==> src/rtl/home_pkg.sv <==
// rtl/home_pkg.sv - shared widths, averaging constants and channel enum for the sensor front end
//   TEMP_W    : temperature code width
//   DB_CNT_W  : debounce counter width
//   AVG_DEPTH : averaging history depth
//   AVG_SHIFT : log2(AVG_DEPTH), the divide applied to the running sum
//   SUM_W     : running-sum width, sized so the sum of AVG_DEPTH samples cannot overflow
package home_pkg;

    localparam int TEMP_W    = 8;
    localparam int DB_CNT_W  = 8;
    localparam int AVG_DEPTH = 4;
    localparam int AVG_SHIFT = 2;
    localparam int SUM_W     = TEMP_W + AVG_SHIFT;

    typedef enum logic [1:0] {
        FRONT  = 2'd0,
        REAR   = 2'd1,
        WINDOW = 2'd2,
        FIRE   = 2'd3
    } sens_ch_e;

endpackage

==> src/rtl/sens_debounce.sv <==
// rtl/sens_debounce.sv - 2-flop synchronizer plus stable-count debouncer for one contact
//   clk  : system clock
//   rst  : asynchronous active-high reset
//   raw  : asynchronous contact input
//   sens : debounced output
//   DB_CNT   : consecutive differing cycles needed to change sens (2..255)
//   FAST_SET : 1 = sens rises immediately on a synchronized 1, only the fall is debounced
module sens_debounce
    import home_pkg::*;
#(
    parameter int DB_CNT   = 16,
    parameter int FAST_SET = 0
) (
    input  logic clk,
    input  logic rst,
    input  logic raw,
    output logic sens
);

    localparam logic [DB_CNT_W-1:0] CNT_LAST = DB_CNT_W'(DB_CNT - 1);

    logic                s1;
    logic                s2;
    logic [DB_CNT_W-1:0] cnt;

    always_ff @(posedge clk or posedge rst) begin
        if (rst) begin
            s1   <= 1'b0;
            s2   <= 1'b0;
            cnt  <= '0;
            sens <= 1'b0;
        end else begin
            s1 <= raw;
            s2 <= s1;
            if (s2 == sens) begin
                // any agreeing cycle throws away progress toward a change
                cnt <= '0;
            end else if ((FAST_SET != 0) && s2) begin
                sens <= 1'b1;
                cnt  <= '0;
            end else if (cnt == CNT_LAST) begin
                sens <= s2;
                cnt  <= '0;
            end else begin
                cnt <= cnt + 1'b1;
            end
        end
    end

endmodule

==> src/rtl/sensor_conditioner.sv <==
// rtl/sensor_conditioner.sv - conditions raw contacts and the temperature bus for the home controller
//   clk, rst                              : system clock, asynchronous active-high reset
//   frontRaw, rearRaw, windowRaw, fireRaw : asynchronous raw contacts
//   tempRaw                               : asynchronous 8-bit temperature code
//   frontSens, rearSens, WindowSens       : debounced contacts
//   fireSens                              : fire contact, immediate rise, debounced fall
//   tempSens                              : sampled temperature (4-sample average when SENSOR_TEMP_AVG_EN is defined)
//   tempValid                             : one-cycle strobe when tempSens is refreshed
//   Build option: SENSOR_TEMP_AVG_EN enables the 4-entry moving-average history.
module sensor_conditioner
    import home_pkg::*;
#(
    parameter int DB_CNT     = 16,
    parameter int SAMPLE_DIV = 8
) (
    input  logic              clk,
    input  logic              rst,
    input  logic              frontRaw,
    input  logic              rearRaw,
    input  logic              windowRaw,
    input  logic              fireRaw,
    input  logic [TEMP_W-1:0] tempRaw,
    output logic              frontSens,
    output logic              rearSens,
    output logic              WindowSens,
    output logic              fireSens,
    output logic [TEMP_W-1:0] tempSens,
    output logic              tempValid
);

    // ---------------- binary channels ----------------
    logic [3:0] raw_vec;
    logic [3:0] sens_vec;

    assign raw_vec[FRONT]  = frontRaw;
    assign raw_vec[REAR]   = rearRaw;
    assign raw_vec[WINDOW] = windowRaw;
    assign raw_vec[FIRE]   = fireRaw;

    for (genvar ch = 0; ch < 4; ch++) begin : g_ch
        sens_debounce #(
            .DB_CNT   (DB_CNT),
            .FAST_SET ((ch == int'(FIRE)) ? 1 : 0)
        ) u_db (
            .clk  (clk),
            .rst  (rst),
            .raw  (raw_vec[ch]),
            .sens (sens_vec[ch])
        );
    end

    assign frontSens  = sens_vec[FRONT];
    assign rearSens   = sens_vec[REAR];
    assign WindowSens = sens_vec[WINDOW];
    assign fireSens   = sens_vec[FIRE];

    // ---------------- temperature path ----------------
    localparam logic [7:0] PSC_LAST = 8'(SAMPLE_DIV - 1);

    logic [TEMP_W-1:0] t1;
    logic [TEMP_W-1:0] t2;
    logic [7:0]        psc;
    logic              pend;
    logic              tick;
    logic              want;
    logic              accept;
    logic [TEMP_W-1:0] new_val;

    assign tick   = (psc == PSC_LAST);
    // a tick arriving while a sample is still pending merges into it
    assign want   = pend | tick;
    // two equal consecutive captures mean the bus was not mid-transition
    assign accept = want & (t1 == t2);

    always_ff @(posedge clk or posedge rst) begin
        if (rst) begin
            t1        <= '0;
            t2        <= '0;
            psc       <= '0;
            pend      <= 1'b0;
            tempValid <= 1'b0;
            tempSens  <= '0;
        end else begin
            t1        <= tempRaw;
            t2        <= t1;
            psc       <= tick ? 8'd0 : psc + 8'd1;
            pend      <= want & ~accept;
            tempValid <= accept;
            if (accept) begin
                tempSens <= new_val;
            end
        end
    end

`ifdef SENSOR_TEMP_AVG_EN
    logic [TEMP_W-1:0] hist [AVG_DEPTH];
    logic [SUM_W-1:0]  sum;
    logic [SUM_W-1:0]  sum_next;
    logic              fill;

    always_comb begin
        sum_next = sum;
        if (!fill) begin
            // first sample after reset fills every slot, so the average starts at that sample
            sum_next = SUM_W'(t2) << AVG_SHIFT;
        end else begin
            sum_next = sum - SUM_W'(hist[AVG_DEPTH-1]) + SUM_W'(t2);
        end
    end

    assign new_val = sum_next[SUM_W-1:AVG_SHIFT];

    always_ff @(posedge clk or posedge rst) begin
        if (rst) begin
            for (int i = 0; i < AVG_DEPTH; i++) begin
                hist[i] <= '0;
            end
            sum  <= '0;
            fill <= 1'b0;
        end else if (accept) begin
            sum  <= sum_next;
            fill <= 1'b1;
            for (int i = 0; i < AVG_DEPTH; i++) begin
                if (!fill || i == 0) begin
                    hist[i] <= t2;
                end else begin
                    hist[i] <= hist[i-1];
                end
            end
        end
    end
`else
    assign new_val = t2;
`endif

endmodule

==> config.mk <==
export PLATFORM = sky130hd
export DESIGN_NAME = sensor_conditioner
export DESIGN_NICKNAME = d
export VERILOG_FILES = /design/src/rtl/home_pkg.sv /design/src/rtl/sens_debounce.sv /design/src/rtl/sensor_conditioner.sv
export SDC_FILE = /design/constraint.sdc
export NUM_CORES = 1
export LEC_CHECK = 0
export ABC_AREA = 1
export CAP_MARGIN = 20
export CORE_MARGIN = 5
export CORE_UTILIZATION = 35
export CTS_CLUSTER_SIZE = 10
export DETAILED_ROUTE_END_ITERATION = 8
export GPL_ROUTABILITY_DRIVEN = 0
export PLACE_DENSITY = 0.64
export SLEW_MARGIN = 20
export SYNTH_ARGS = -nofsm -noshare
export SYNTH_HDL_FRONTEND = slang
export SYNTH_HIERARCHICAL = 1
export SYNTH_SLANG_ARGS = --single-unit
==> constraint.sdc <==
create_clock -name clk -period 3.8 [get_ports clk]
set_clock_uncertainty 0.2 [all_clocks]
set_input_delay 0.76 -clock clk [delete_from_list [all_inputs] [get_ports clk]]
set_output_delay 0.76 -clock clk [all_outputs]
set_load 0.03 [all_outputs]
==> results.txt <==
routed len/inst: 10.66 µm
switching part of the total power: 23.53%
Die H: 108.1 µm
crit path DAT: 1.44 ns
CP max-delay cell: clkdlybuf4s50_1
layout cells sized above 1: 10.76%
# diodes: 0
remaining antenna violation count: 0
Switch Pwr: 371.4 µW
Crit Path Class: flip-flop to output port
# rows: 35
Worst-Skew Late Latency: 0.34 ns
WP depth: 1
Synth Cell Area: 3368 µm²
Final min period: 2.397 ns
pin count of the biggest net entering global routing: 35
Buf+Inv Stages, Crit Path: 1
register bit total from synthesis: 78
Final Hold Fails: 0
vias in the first global route: 2,343
Nets: 423
Multi-input gate area: 1224 µm²
most frequent cells in the layout: nand2_1, dfrtp_1, nor2_1
Max Slew Vio Count: 0
slowest stage delay, CP: 0.69 ns
Syn Nets: 385
CP Max Fanout: 3
Worst Path Required: 2.84 ns
period utilization: 63.08%
HPWL Detailed: 4.375 mm
final setup vio count: 0
die width: 108.1 µm
drt initial violations: 65
CTS clock-pin slew for the worst setup and hold paths: 0.07 ns
Vias: 2,344
Syn Area/Cell: 9.203 µm²
final instance area: 3986 µm²
first-pass GRT wire length: 10.40 mm
placed inst area: 3797 µm²
CORE AREA: 9328 µm²
initial antenna violation count: 0
status: complete, no violations
CTS max path bufs: 2
post_cts resized: 0
Port Buffers: 26
post-CTS setup buffer count: 0
max_cap viols: 0
Filler cells: 930
r2r worst-path depth: 8
RSZ-0062 raised after global routing: false
Via-to-Cell Ratio: 4.357
CTS Buf Count: 9
M3 GR Usage: 2.806%
CP startpoint kind: flip-flop
CTS sink cnt: 78
Largest delay share family, worst path: buffers and inverters
TritonCTS clock tree: yes
routing usage on met2: 17.98%
commonest non-fill, non-tap cell in the layout: nand2_1
Ys Warns: 6
Distinct cells, synth: 26
Starting Density: 36.11%
# hold bufs at CTS: 0
maximum clock rate: 0.4172 GHz
post-synthesis sequential area ratio: 57.95%
Comb pwr share: 6.6%
Post-Place Cells: 522
Clk pwr share: 37.6%
hold depth: 0
grt peak-use layer: met2
WL final: 5.736 mm
leak pwr: 0.001919 µW
# IOs: 27
pwr dens: 396.0 nW/µm²
DRC viols: 0
share of power burned in registers: 55.8%
met1 Usage GRT: 14.15%
first drt pass iteration count: 4
non-filler cells, final: 538
min-delay worst type: flip-flop to flip-flop
total grt overflow: 0
Critical Path End Type: output port
CTS root buffer: clkbuf_8
H-tree lvl count: 3
register area: 1952 µm²
Setup TNS: 0 ns
relative slew slack: 71.29%
crit-path cells: clkdlybuf4s50_1
die area: 11,690 µm²
gr usage total: 11.09%
Cells after Synth: 366
P&R area growth vs syn: 18.35%
Int Pwr: 1207 µW
slew at the pin closest to its max-slew limit: 0.4302 ns
VDD IR max: 0.1882 mV
[worst paths after layout]
kind | slack [ns] | to | start
setup / recovery | 1.40 | WindowSens | g_ch[2].u_db/sens
setup reg to reg | 2.13 | tempSens[0] | psc[0]
max in group asynchronous | 2.34 | tempValid | rst
min in group asynchronous | 0.65 | g_ch[2].u_db/sens | rst
hold reg to reg | 0.15 | g_ch[2].u_db/s2 | g_ch[2].u_db/s1
hold / removal | 0.15 | g_ch[2].u_db/s2 | g_ch[2].u_db/s1
[through the flow]
| step | hold WS (ns) | setup slack, ns | total power, µW | utilization (%) |
|---|---|---|---|---|
| 2_1_floorplan | 0.1312 | 2.092 | 959.3 | - |
| 3_3_place_gp | 0.1348 | 1.770 | 999.9 | 40.71 |
| 3_5_place_dp | 0.1428 | 1.760 | 1004 | 40.71 |
| 4_1_cts | 0.1558 | 1.378 | 1606 | 42.74 |
| 5_1_grt | 0.1689 | 1.349 | 1662 | 42.74 |
| 6_report | 0.1534 | 1.403 | 1578 | 42.74 |
[per-layer routing]
metal / wire, µm / part of all wire, %
met3: 212 / 3.7
met1: 2777 / 48
met2: 2668 / 47
met4: 78 / 1.4
met5: 0 / 0
[logic make-up after synthesis]
family | count (synthesis) | synth area share (%)
xor+xnor | 15 | 4.569
fa+ha+maj | 5 | 1.857
flops | 78 | 57.95
buf+inv | 51 | 5.721
simple gates | 197 | 25.48
compound gates | 20 | 4.421
[power by group through the flow]
stage	combinational [µW]	sequential [µW]	clock (µW)
4_1_cts	108	880	618
5_1_grt	120	884	658
6_report	105	880	594
2_1_floorplan	56.0	903	0
3_3_place_gp	105	895	0
3_5_place_dp	107	897	0
[layout make-up]
cell class                      instances  area share, %
Timing Repair Buffer                   27          6.717
Clock inverter                          5          1.444
Clock buffer                           11          3.296
Tap cell                              129          4.049
Sequential cell                        78          48.96
Multi-Input combinational cell        237          30.70
Inverter                               51          4.834
[sequential cells by signal (all words and copies together), names as in the netlist]
| signal | flops |
|---|---|
| new_val | 8 |
| tempSens | 8 |
| psc | 8 |
| g_ch.u_db/cnt | 32 |
| g_ch.u_db/s1 | 4 |
| g_ch.u_db/s2 | 4 |
| tempValid | 1 |
| g_ch.u_db/sens | 4 |
| t1 | 8 |
| pend | 1 |
[cell usage after synthesis]
cell | n | area share, %
ha_1 | 5 | 1.9
a21boi_0 | 1 | 0.22
nor2_1 | 55 | 6.1
clkinv_2 | 1 | 0.15
nand3_4 | 1 | 0.52
dfrtp_1 | 78 | 58
o21bai_4 | 1 | 0.56
nand2_2 | 6 | 1.1
nor2_4 | 2 | 0.67
nand3_1 | 20 | 3.0
nor2_2 | 7 | 1.3
o21ai_4 | 1 | 0.48
nor3_1 | 5 | 0.74
o21bai_1 | 3 | 0.67
xnor2_2 | 3 | 1.4
xor2_1 | 7 | 1.8
o21a_1 | 1 | 0.22
o21ai_0 | 6 | 0.89
inv_1 | 47 | 5.2
nand2_1 | 92 | 10
a21oi_1 | 4 | 0.59
o21ai_2 | 3 | 0.78
inv_2 | 3 | 0.33
nand3_2 | 1 | 0.30
nand4_1 | 8 | 1.5
xnor2_1 | 5 | 1.3
Note: power is estimated with default switching activity, not from simulation.
